$ cat config.mk
export PLATFORM = sky130hd
export DESIGN_NAME = alu_seq
export DESIGN_NICKNAME = d
export VERILOG_FILES = /design/src/rtl/alu_seq.sv
export SDC_FILE = /design/constraint.sdc
export NUM_CORES = 1
export LEC_CHECK = 0
export CAP_MARGIN = 20
export CORE_UTILIZATION = 52
export DETAILED_ROUTE_END_ITERATION = 7
export PLACE_DENSITY = 0.77
export SYNTH_ARGS = -nofsm -noshare
export SYNTH_HDL_FRONTEND = slang
export SYNTH_SLANG_ARGS = --single-unit
$ cat constraint.sdc
create_clock -name i_clk -period 2.35 [get_ports i_clk]
set_input_delay 0.47 -clock i_clk [delete_from_list [all_inputs] [get_ports i_clk]]
set_output_delay 0.47 -clock i_clk [all_outputs]
set_load 0.01 [all_outputs]
$ cat src/rtl/alu_seq.sv
// alu_seq: registered ALU with valid/ready on both sides.
// Non-MUL opcodes complete in one cycle. MUL runs a WIDTH-step shift-add
// loop and then loads into the one-entry output register.
module alu_seq #(
  parameter int WIDTH = 4
) (
  input  logic                 i_clk,
  input  logic                 i_rst,
  input  logic                 i_valid,
  output logic                 o_ready,
  input  logic [WIDTH-1:0]     i_inA,
  input  logic [WIDTH-1:0]     i_inB,
  input  logic [2:0]           i_s,
  output logic                 o_valid,
  input  logic                 i_ready,
  output logic [2*WIDTH-1:0]   o_ALU,
  output logic                 o_zero,
  output logic                 o_carry,
  output logic                 o_err
);

  localparam int W2 = 2 * WIDTH;
  localparam int CW = $clog2(WIDTH + 1);

  localparam logic [W2-1:0] SHL_LIM  = W2'(W2);
  localparam logic [W2-1:0] SHR_LIM  = W2'(WIDTH);
  localparam logic [CW-1:0] CNT_INIT = CW'(WIDTH);
  localparam logic [CW-1:0] CNT_LAST = CW'(1);

  localparam logic [2:0] OP_MUL = 3'b000;
  localparam logic [2:0] OP_ADD = 3'b001;
  localparam logic [2:0] OP_SUB = 3'b010;
  localparam logic [2:0] OP_SHL = 3'b011;
  localparam logic [2:0] OP_SHR = 3'b100;
  localparam logic [2:0] OP_CMP = 3'b101;

  typedef enum logic {
    S_IDLE = 1'b0,
    S_MUL  = 1'b1
  } state_t;

  state_t          state_reg;
  logic [CW-1:0]   count_reg;
  logic [W2-1:0]   acc_reg;
  logic [W2-1:0]   a_sh_reg;   // A shifted left by the current bit position
  logic [WIDTH-1:0] b_reg;     // remaining multiplier bits, LSB is current

  logic [W2-1:0]   a_ext;
  logic [W2-1:0]   b_ext;
  logic [W2-1:0]   sum;
  logic [W2-1:0]   diff;
  logic [W2-1:0]   acc_next;
  logic [W2-1:0]   op_result;
  logic            op_carry;
  logic            op_err;
  logic            accept;
  logic            transfer;
  logic            mul_done;

  assign a_ext = {{WIDTH{1'b0}}, i_inA};
  assign b_ext = {{WIDTH{1'b0}}, i_inB};
  assign sum   = a_ext + b_ext;
  assign diff  = a_ext - b_ext;

  // One shift-add step: add the shifted multiplicand when the current B bit is set.
  assign acc_next = acc_reg + (b_reg[0] ? a_sh_reg : '0);

  // New work is taken only when idle and the output slot is free or draining now.
  assign o_ready  = !i_rst && (state_reg == S_IDLE) && (!o_valid || i_ready);
  assign accept   = i_valid && o_ready;
  assign transfer = o_valid && i_ready;
  assign mul_done = (state_reg == S_MUL) && (count_reg == CNT_LAST);

  // Single-cycle opcode evaluation on the incoming operands.
  always_comb begin
    op_result = '0;
    op_carry  = 1'b0;
    op_err    = 1'b0;
    case (i_s)
      OP_MUL: op_result = '0;
      OP_ADD: begin
        op_result = sum;
        op_carry  = sum[WIDTH];
      end
      OP_SUB: begin
        op_result = diff;
        op_carry  = (i_inA < i_inB);
      end
      OP_SHL: op_result = (b_ext >= SHL_LIM) ? '0 : (a_ext << i_inB);
      OP_SHR: op_result = (b_ext >= SHR_LIM) ? '0 : (a_ext >> i_inB);
      OP_CMP: op_result = {{(W2-3){1'b0}}, (i_inA > i_inB), (i_inA == i_inB), (i_inA < i_inB)};
      default: begin
        op_result = '0;
        op_err    = 1'b1;
      end
    endcase
  end

  // Control FSM, multiply datapath and the output register in one process.
  always_ff @(posedge i_clk) begin
    if (i_rst) begin
      state_reg <= S_IDLE;
      count_reg <= '0;
      acc_reg   <= '0;
      a_sh_reg  <= '0;
      b_reg     <= '0;
      o_valid   <= 1'b0;
      o_ALU     <= '0;
      o_zero    <= 1'b0;
      o_carry   <= 1'b0;
      o_err     <= 1'b0;
    end else begin
      case (state_reg)
        S_IDLE: begin
          if (accept) begin
            if (i_s == OP_MUL) begin
              state_reg <= S_MUL;
              count_reg <= CNT_INIT;
              acc_reg   <= '0;
              a_sh_reg  <= a_ext;
              b_reg     <= i_inB;
              if (transfer) o_valid <= 1'b0;
            end else begin
              o_ALU   <= op_result;
              o_zero  <= (op_result == '0);
              o_carry <= op_carry;
              o_err   <= op_err;
              o_valid <= 1'b1;
            end
          end else if (transfer) begin
            o_valid <= 1'b0;
          end
        end
        S_MUL: begin
          acc_reg   <= acc_next;
          a_sh_reg  <= a_sh_reg << 1;
          b_reg     <= b_reg >> 1;
          count_reg <= count_reg - CNT_LAST;
          if (mul_done) begin
            // The output slot was emptied when this MUL was accepted.
            state_reg <= S_IDLE;
            o_ALU     <= acc_next;
            o_zero    <= (acc_next == '0);
            o_carry   <= 1'b0;
            o_err     <= 1'b0;
            o_valid   <= 1'b1;
          end
        end
        default: state_reg <= S_IDLE;
      endcase
    end
  end

endmodule
==> results_dict.tcl, run 1 <==
set metrics [dict create \
    status "complete, but fails checks" \
    violations "setup timing" \
    coreArea_um2 4817 \
    hp-start "o_ALU[4]" \
    cp-startpoint "i_s[2]" \
    rsz0062_at_grt "true" \
    grt_util_met1_pct 39.19 \
    yosysSeqAreaShare_pct 27.20 \
    diodes 0 \
    wl_per_cell_um 17.63 \
    worstPathRequired_ns 2.58 \
    finClkSkew_ns 0.007085 \
    cts_buffers 5 \
    async_flop_share_pct 0 \
    max_freq_ghz 0.4168 \
    routed_via_density 6.092 \
    period_minus_slack_ns 2.399 \
    synth_top_area_cell "dfxtp_1" \
    r2r-start "a_sh_reg[0]" \
    htree_levels 2 \
    crit_fanout 8 \
    cp-start-kind "input pin" \
    grt_pass1_wl_mm 12.25 \
    grt_use_met3_pct 5.761 \
    cts_hold_buf 0 \
    layout_common_cells "60 x buf_4, 36 x nand2_1, 36 x dfxtp_1" \
    num_vias 2900 \
    wl_mm 8.394 \
    synth.area.top_cells "dfxtp_1 27%, ha_1 8.5%, a21oi_1 5.5%" \
    leakage_nw 1.494 \
    tightest_slew_ns 0.6426 \
    grt.met2_usage_pct 47.84 \
    cp-end-kind "register" \
    drc 0 \
    antenna_found_initial 0 \
    synthFlopType "dfxtp_1" \
    clockBufferDepth 2 \
    io_buffers 27 \
    first_pass_iters 5 \
    synth-edff-count 0 \
    fp-row-count 25 \
    slew_viol_final 0 \
    vdd_ir_drop_max_uv 363.0 \
    yosys_warnings 0 \
    layout_setup_ws_ns -0.04919 \
    dpl.hpwl_mm 5.561 \
    synth_nets 364 \
    grt_max_degree 39 \
    gp_congestion 0.9716 \
    clock-sinks 36 \
    cts_tree "built" \
    yosysTopAreaCellShare_pct 27.20 \
    clkLatencyLatePin_ns 0.29 \
    hp-class "reg2reg" \
    dieWidth_um 73.39 \
    grt_pass1_vias 2622 \
    grt-busiest-layer "met2" \
    fin_crit_sh_pct 102.1 \
    ant_nets 0 \
    layout-drive-gt1-share_pct 25.92 \
    crit_arrival_ns 2.63 \
    crit_type "in2reg" \
    overflow 0 \
    die_h_um 73.39 \
    io_pins 28 \
    fin_nets 445 \
    initial_core_util_pct 55.01 \
    synthToLayoutAreaGrowth_pct 36.97 \
    drt_iter0_drc 263 \
    final_core_util_pct 75.35 \
    grt_usage_pct 30.05 \
    final_common_cell "buf_4" \
    netlist_instances 328 \
    maxCapViolCount 0 \
    synth_cell_types 61 \
    synth_seq_cells 36 \
    slew_headroom_pct 57.00 \
    ctsRootBufferMaster "clkbuf_8" \
    path_clk_slew_ns 0.07 \
    finalSetupViolCount 1 \
    netlist_area_um2 2650 \
    syn_area_per_cell_um2 8.079 \
    die_area_um2 5385 \
    hold_ws_ns 0.4584 \
    timing.setup.tns_ns -0.04919 \
    finalHoldViolations 0 \
    power.density_nw_per_um2 397.3 \
]
## worst max-delay path, cell delays in order
cell and delay, ns:
clkdlybuf4s50_1 0.51, buf_4 0.17, and3b_1 0.23, nand3_1 0.14, o221ai_2 0.15, or4_4 0.58
nor4_2 0.23, o2bb2ai_1 0.13
## cell usage after synthesis (all sizes together) (3+ instances only)
cell,instances
ha,18
xnor2,6
nor3,10
nand2,36
buf,5
nor4b,5
o21ai,8
mux2,5
nand3b,4
nand2b,3
o31ai,3
inv,13
xor2,4
nor2b,7
and2,9
nand3,11
nor2,24
a31oi,4
a211o,3
o21bai,5
a21oi,29
o211ai,5
fa,3
a211oi,4
nand4,5
a22oi,8
dfxtp,36
clkbuf,13
mux2i,9
## layout make-up
class                   count  area, um2
multi-input cells         261       1942
fillers                   356       1187
repair buffers             92      757.0
flip-flops and latches     36      720.7
well taps                  67      83.83
clock buffers               6      72.57
inverters                  13      48.80
clock inverters             1      5.005
## path summary, 6_finish.rpt
path / end / slack (ns) / depth (start not counted)
max: o_zero / -0.05 / 8
min: o_ALU[4] / 0.46 / 2
max reg2reg: o_zero / 0.04 / 9
min reg2reg: o_ALU[4] / 0.46 / 2
## stage by stage
| stage | cells | instance area [um2] | power [mW] | setup slack [ns] |
|---|---|---|---|---|
| global placement | 463 | 3376 | 0.9811 | -0.5994 |
| finish | 476 | 3630 | 1.442 | -0.04919 |
| detailed placement | 463 | 3376 | 0.9901 | -0.6523 |
| floorplan | 328 | 2650 | 0.8197 | 0.04643 |
| global route | 476 | 3630 | 1.491 | -0.1275 |
| CTS | 475 | 3545 | 1.413 | 0.02248 |
## power by group
| part | leakage [nW] | switching (mW) | internal (mW) | total [mW] |
|---|---|---|---|---|
| clock network | 0.0410 | 0.217 | 0.201 | 0.418 |
| logic | 1.16 | 0.200 | 0.191 | 0.391 |
| registers | 0.291 | 0.00972 | 0.623 | 0.633 |
| total | 1.49 | 0.426 | 1.02 | 1.44 |
## metal layers
metal  share of wire, %  vias up
li1                   -     1353
met1                 42     1333
met2                 47      175
met3                7.6       39
met4                3.8        0
met5                  0        -
## cell families after synthesis
family                     after synthesis  share of synthesized area (%)
xor gates and xnor gates                10                          3.305
AOI/OAI and AO/OA                       88                          23.09
buffers and inverters                   31                          4.533
and+or+nand+nor                        128                          25.59
muxes                                   14                          5.524
DFF                                     36                          27.20
adders and majority gates               21                          10.77
## what timing repair did
| action | 4_1_cts | 5_1_grt |
|---|---|---|
| pin swaps | 8 | 12 |
| setup buffers | 5 | 1 |
| resized for setup | 33 | 17 |
| setup endpoints to repair | 9 | 5 |
Note: power is estimated with default switching activity, not from simulation.
==> run 2: changes to the inputs <==
PLACE_DENSITY = not set   (was 0.77)
PLACE_DENSITY_LB_ADDON = 0.25   (was not set)
==> run 2 against run 1 <==
  * The flow now finishes without violations
  * Total power down 1.4%
  * Critical endpoint is now o_ALU[5]
  * Combinational power down 1%
  * Via count down 0.76%
  * Maximum frequency up 4.4%
  * Non-clock buffer count up 1
  * First-iteration DRC count up 16%
  * Register-to-register slack better by 0.02 ns
  * Sequential cell count unchanged
  * Global-route usage up 0.57 points
==> results_dict.tcl, run 2 (synthesis gave the netlist of run 1 again) <==
set metrics [dict create \
    status "finished, final reports clean" \
    dpl.hpwl_mm 5.498 \
    crit_fanout 3 \
    clkPwrFrac_pct 28.4 \
    finalSetupViolCount 0 \
    p_switching_uw 401.3 \
    max_freq_ghz 0.4353 \
    num_vias 2878 \
    cp-end-kind "register" \
    io_pins 28 \
    cp.buffers_inverters 3 \
    reg2reg_slack_ns 0.06 \
    finalHoldViolations 0 \
    cp-start-kind "input pin" \
    fp-row-count 25 \
    die_h_um 73.39 \
    leakage_nw 1.478 \
    p_int_mw 1.020 \
    first_pass_iters 5 \
    dieWidth_um 73.39 \
    crit_path_frequent_cell "buf_4" \
    rsz0062_at_grt "true" \
    path_clk_slew_ns 0.07 \
    antenna_found_initial 0 \
    die_area_um2 5385 \
    timing.setup.tns_ns 0 \
    overflow 0 \
    diodes 0 \
    ctsRootBufferMaster "clkbuf_8" \
    cts_hold_buf 0 \
    final_cells 477 \
    clockBufferDepth 2 \
    grt_pass1_vias 2656 \
    crit_arrival_ns 2.51 \
    cts_buffers 5 \
    fin_nets 446 \
    r2r-start "b_reg[0]" \
    cp_top_family "simple AND/OR/NAND/NOR gates" \
    maxCapViolCount 0 \
    hp-class "reg2reg" \
    final_core_util_pct 74.57 \
    drt_iter0_drc 305 \
    grt_max_degree 39 \
    tightest_slew_ns 0.6151 \
    finClkSkew_ns 0.009343 \
    reg2regPathDepth 10 \
    cts_tree "built" \
    wl_mm 7.837 \
    slew_headroom_pct 58.84 \
    worstPathRequired_ns 2.57 \
    gp_congestion 0.9900 \
    io_buffers 27 \
    clock-sinks 36 \
    crit_type "in2reg" \
    critPathMaxStageDelay_ns 0.63 \
    htree_levels 2 \
    fin_crit_sh_pct 97.76 \
    synthToLayoutAreaGrowth_pct 35.55 \
    power.density_nw_per_um2 395.7 \
    p_seq_share_pct 44.5 \
    grt_usage_pct 30.62 \
    swShare_pct 28.23 \
    coreArea_um2 4817 \
    worstHoldPathCells 2 \
    hp-start "o_ALU[5]" \
    post-place-cells 466 \
    initial_core_util_pct 55.01 \
    r2r_end "o_zero" \
    whs_endpoint "o_ALU[5]" \
    slew_viol_final 0 \
    routed_via_density 6.034 \
    layout-drive-gt1-share_pct 25.85 \
    timing.critical_path.slowest_stage_cell "or4b_2" \
    wl_per_cell_um 16.43 \
    path_cells "clkdlybuf4s50_1 > and4bb_2 > or4b_2 > nand4_1 > buf_4 > buf_4 > o211ai_1 > a21oi_1" \
    grt_pass1_wl_mm 12.58 \
    p_comb_share_pct 27.1 \
    layout_common_cells "62 x buf_4, 36 x nand2_1, 35 x dfxtp_1" \
    vdd_ir_drop_max_uv 379.2 \
    ant_nets 0 \
    drc 0 \
    final_common_cell "buf_4" \
    period_minus_slack_ns 2.297 \
    clkLatencyLatePin_ns 0.29 \
]
-- run 2: cell count changes in the layout (fill, tap and decap cells not counted), moves of 2 or more --
cell	change
inv_2	+3
xnor2_2	-2
ha_4	+2
inv_1	-3
buf_4	+2
ha_2	-2
xnor2_1	+2
-- run 2: how the worst max path moves through the flow --
stage | slack [ns] | start | depth (start not counted) | to
2_1_floorplan | 0.05 | i_inA[0] | 10 | o_ALU[1]
3_3_place_gp | -0.59 | i_inA[0] | 12 | o_ALU[1]
3_5_place_dp | -0.66 | i_inA[0] | 12 | o_ALU[1]
4_1_cts | 0.006 | b_reg[0] | 9 | o_zero
5_1_grt | -0.01 | b_reg[0] | 10 | o_zero
6_report | 0.05 | i_s[0] | 8 | o_ALU[5]
-- run 2: cell type report --
class | count | area [um2]
Tap cell | 67 | 83.83
Clock buffer | 6 | 72.57
Sequential cell | 36 | 721.9
Timing Repair Buffer | 93 | 763.2
Inverter | 13 | 48.80
Multi-Input combinational cell | 261 | 1897
Clock inverter | 1 | 5.005
Fill cell | 376 | 1225
-- run 2: timing repair --
action,4_1_cts,5_1_grt
endpoints found under the setup margin,9,8
gates resized for setup,27,17
pin swaps,9,13
setup buffers,3,1
-- run 2: per-layer routing --
| layer | share of wire, % | GRT usage [%] | wire length, um |
|---|---|---|---|
| met1 | 43 | 40.00 | 3393 |
| met2 | 47 | 50.72 | 3685 |
| met3 | 7.7 | 6.173 | 604 |
| met4 | 2.0 | 9.615 | 154 |
| met5 | 0 | 0 | 0 |
-- run 2: worst register-to-register path, cell delays in order, from the launching register on --
cell and delay, ns:
dfxtp_2 0.33, buf_4 0.15, and2_1 0.17, ha_1 0.31, buf_4 0.16, o21ai_0 0.16
o21bai_1 0.11, a21oi_1 0.18, xnor2_1 0.11, o41a_1 0.44, o2bb2ai_1 0.13
-- run 2: power groups by stage --
| stage | combinational (mW) | clock (mW) | sequential [mW] |
|---|---|---|---|
| floorplan | 0.171 | 0 | 0.649 |
| global placement | 0.347 | 0 | 0.645 |
| detailed placement | 0.352 | 0 | 0.646 |
| CTS | 0.366 | 0.414 | 0.632 |
| global route | 0.416 | 0.440 | 0.633 |
| finish | 0.386 | 0.403 | 0.632 |
-- run 2: through the flow --
stage	cell area (um2)	power, mW	hold WS [ns]	setup slack (ns)
6_report	3592	1.421	0.4541	0.05269
5_1_grt	3592	1.489	0.4737	-0.01315
4_1_cts	3562	1.412	0.4597	0.005693
3_5_place_dp	3398	0.9978	0.4503	-0.6571
3_3_place_gp	3398	0.9922	0.4392	-0.5906
2_1_floorplan	2650	0.8197	0.4368	0.04643
==> run 3: changes to the inputs <==
--- a/constraint.sdc
+++ b/constraint.sdc
@@ -3,2 +3,2 @@
 set_output_delay 0.47 -clock i_clk [all_outputs]
-set_load 0.01 [all_outputs]
+set_load 0.05 [all_outputs]
==> run 3 against run 2 <==
  * Non-clock buffer count shrank 2
  * Via count fell by 3.0%
  * Final cell count down 0.21%
  * Design area is 0.10% lower
  * Utilization decreased by 0.078 points
==> results_dict.tcl, run 3 (synthesis gave the netlist of run 1 again) <==
set metrics [dict create \
    cts_tree "built" \
    grt_pass1_vias 2702 \
    path_cells "clkdlybuf4s15_2 > ha_2 > inv_1 > fa_2 > a21o_1 > a211o_1 > o221ai_1 > or4_1 > nor4_2 > o2bb2ai_1" \
    io_buffers 27 \
    htree_levels 2 \
    finalSetupViolCount 0 \
    cts_hold_buf 0 \
    n_fill_cell 382 \
    p_seq_share_pct 42.0 \
    power.density_nw_per_um2 419.9 \
    maxCapViolCount 0 \
    initial_core_util_pct 55.01 \
    io_pins 28 \
    final_common_cell "buf_4" \
    wl_mm 7.586 \
    cp-start-kind "input pin" \
    grt_usage_pct 30.54 \
    max_freq_ghz 0.4349 \
    layout_common_cells "59 x buf_4, 36 x nand2_1, 36 x dfxtp_1" \
    status "finished, final reports clean" \
    slew_headroom_pct 60.45 \
    crit_fanout 3 \
    num_vias 2791 \
    antenna_found_initial 0 \
    slew_viol_final 0 \
    clockBufferDepth 2 \
    p_switching_uw 455.9 \
    clock-sinks 36 \
    path_clk_slew_ns 0.07 \
    drc 0 \
    clkLatencyLatePin_ns 0.29 \
    tightest_slew_ns 0.5887 \
    hp-class "reg2reg" \
    timing.critical_path.slowest_stage_cell "or4_1" \
    finalPower_mw 1.507 \
    fin_nets 444 \
    fin_crit_sh_pct 97.85 \
    fp-row-count 25 \
    regArea_um2 720.7 \
    die_h_um 73.39 \
    p_comb_share_pct 27.5 \
    multi_input_area_um2 1873 \
    ctsRootBufferMaster "clkbuf_8" \
    p_int_mw 1.051 \
    grt_pass1_wl_mm 12.59 \
    dieWidth_um 73.39 \
    coreArea_um2 4817 \
    hold_ws_ns 0.4558 \
    vdd_ir_drop_max_uv 418.2 \
    finalHoldViolations 0 \
    routed_via_density 5.863 \
    rsz0062_at_grt "true" \
    cts_buffers 5 \
    crit_type "in2reg" \
    overflow 0 \
    finClkSkew_ns 0.006814 \
    worstPathRequired_ns 2.57 \
    clkPwrFrac_pct 30.6 \
    synthToLayoutAreaGrowth_pct 35.41 \
    first_pass_iters 6 \
    critPathMaxStageDelay_ns 0.55 \
    die_area_um2 5385 \
    cp-end-kind "register" \
    layout-drive-gt1-share_pct 24.94 \
    drt_iter0_drc 239 \
    grt_max_degree 39 \
    leakage_nw 1.466 \
    swShare_pct 30.26 \
    gp_congestion 0.9906 \
    wl_per_cell_um 15.94 \
    ant_nets 0 \
    diodes 0 \
    dpl.hpwl_mm 5.543 \
    crit_arrival_ns 2.52 \
    period_minus_slack_ns 2.299 \
]
==> run 3: changes by cell type in the layout (fill, tap and decap cells not counted), sizes merged <==
cell           before  now
clkinv              1    2
dlymetal6s2s        2    0
clkdlybuf4s15       0    2
buf                67   66
clkbuf              8    6
clkdlybuf4s50      16   17
==> run 3: final cells by class <==
type	count	area share [%]
Sequential cell	36	20.08
Clock inverter	2	0.2789
Multi-Input combinational cell	261	52.20
Timing Repair Buffer	91	21.44
Clock buffer	6	2.301
Tap cell	67	2.336
Inverter	13	1.360
==> run 3: path summary, 6_finish.rpt <==
kind,slack (ns),to,cells past startpoint,start
min,0.46,o_err,2,o_err
min reg2reg,0.46,o_err,2,o_err
max reg2reg,0.07,o_zero,9,a_sh_reg[0]
max,0.05,o_zero,10,i_inB[0]
==> run 3: through the flow <==
step	instance area, um2	setup WS [ns]	std cells	TNS [ns]	util, %
finish	3588	0.05059	476	0	74.49
floorplan	2650	0.04418	328	0	-
global placement	3416	-0.5947	467	-3.456	70.91
CTS	3578	0.005228	476	0	74.29
global route	3588	-0.06946	476	-0.06946	74.49
detailed placement	3416	-0.7041	467	-4.362	70.91
==> run 3: timing repair <==
item                                    4_1_cts  5_1_grt
pin swaps                                     7        6
buffers inserted                              1        0
gates resized for setup                      34        4
endpoints found under the setup margin        8        5
==> run 3: worst max-delay path: cells and delay by family <==
kind / cells / cell delay (ns)
AO/OA/AOI/OAI: 4 / 0.59
adder cells (fa/ha/maj): 2 / 0.41
buffers and inverters: 2 / 0.30
AND/OR/NAND/NOR: 2 / 0.74
==> run 3: power by group through the flow <==
stage	Sequential (mW)	Clock, mW	Combinational (mW)
global placement	0.645	0	0.384
global route	0.633	0.494	0.446
CTS	0.632	0.467	0.405
floorplan	0.677	0	0.175
detailed placement	0.646	0	0.391
finish	0.632	0.460	0.414
==> run 3: metal layers <==
layer	wire (um)	global-route usage (%)
met1	3462	40.34
met2	3397	48.97
met3	524	5.487
met4	202	12.82
met5	0	0
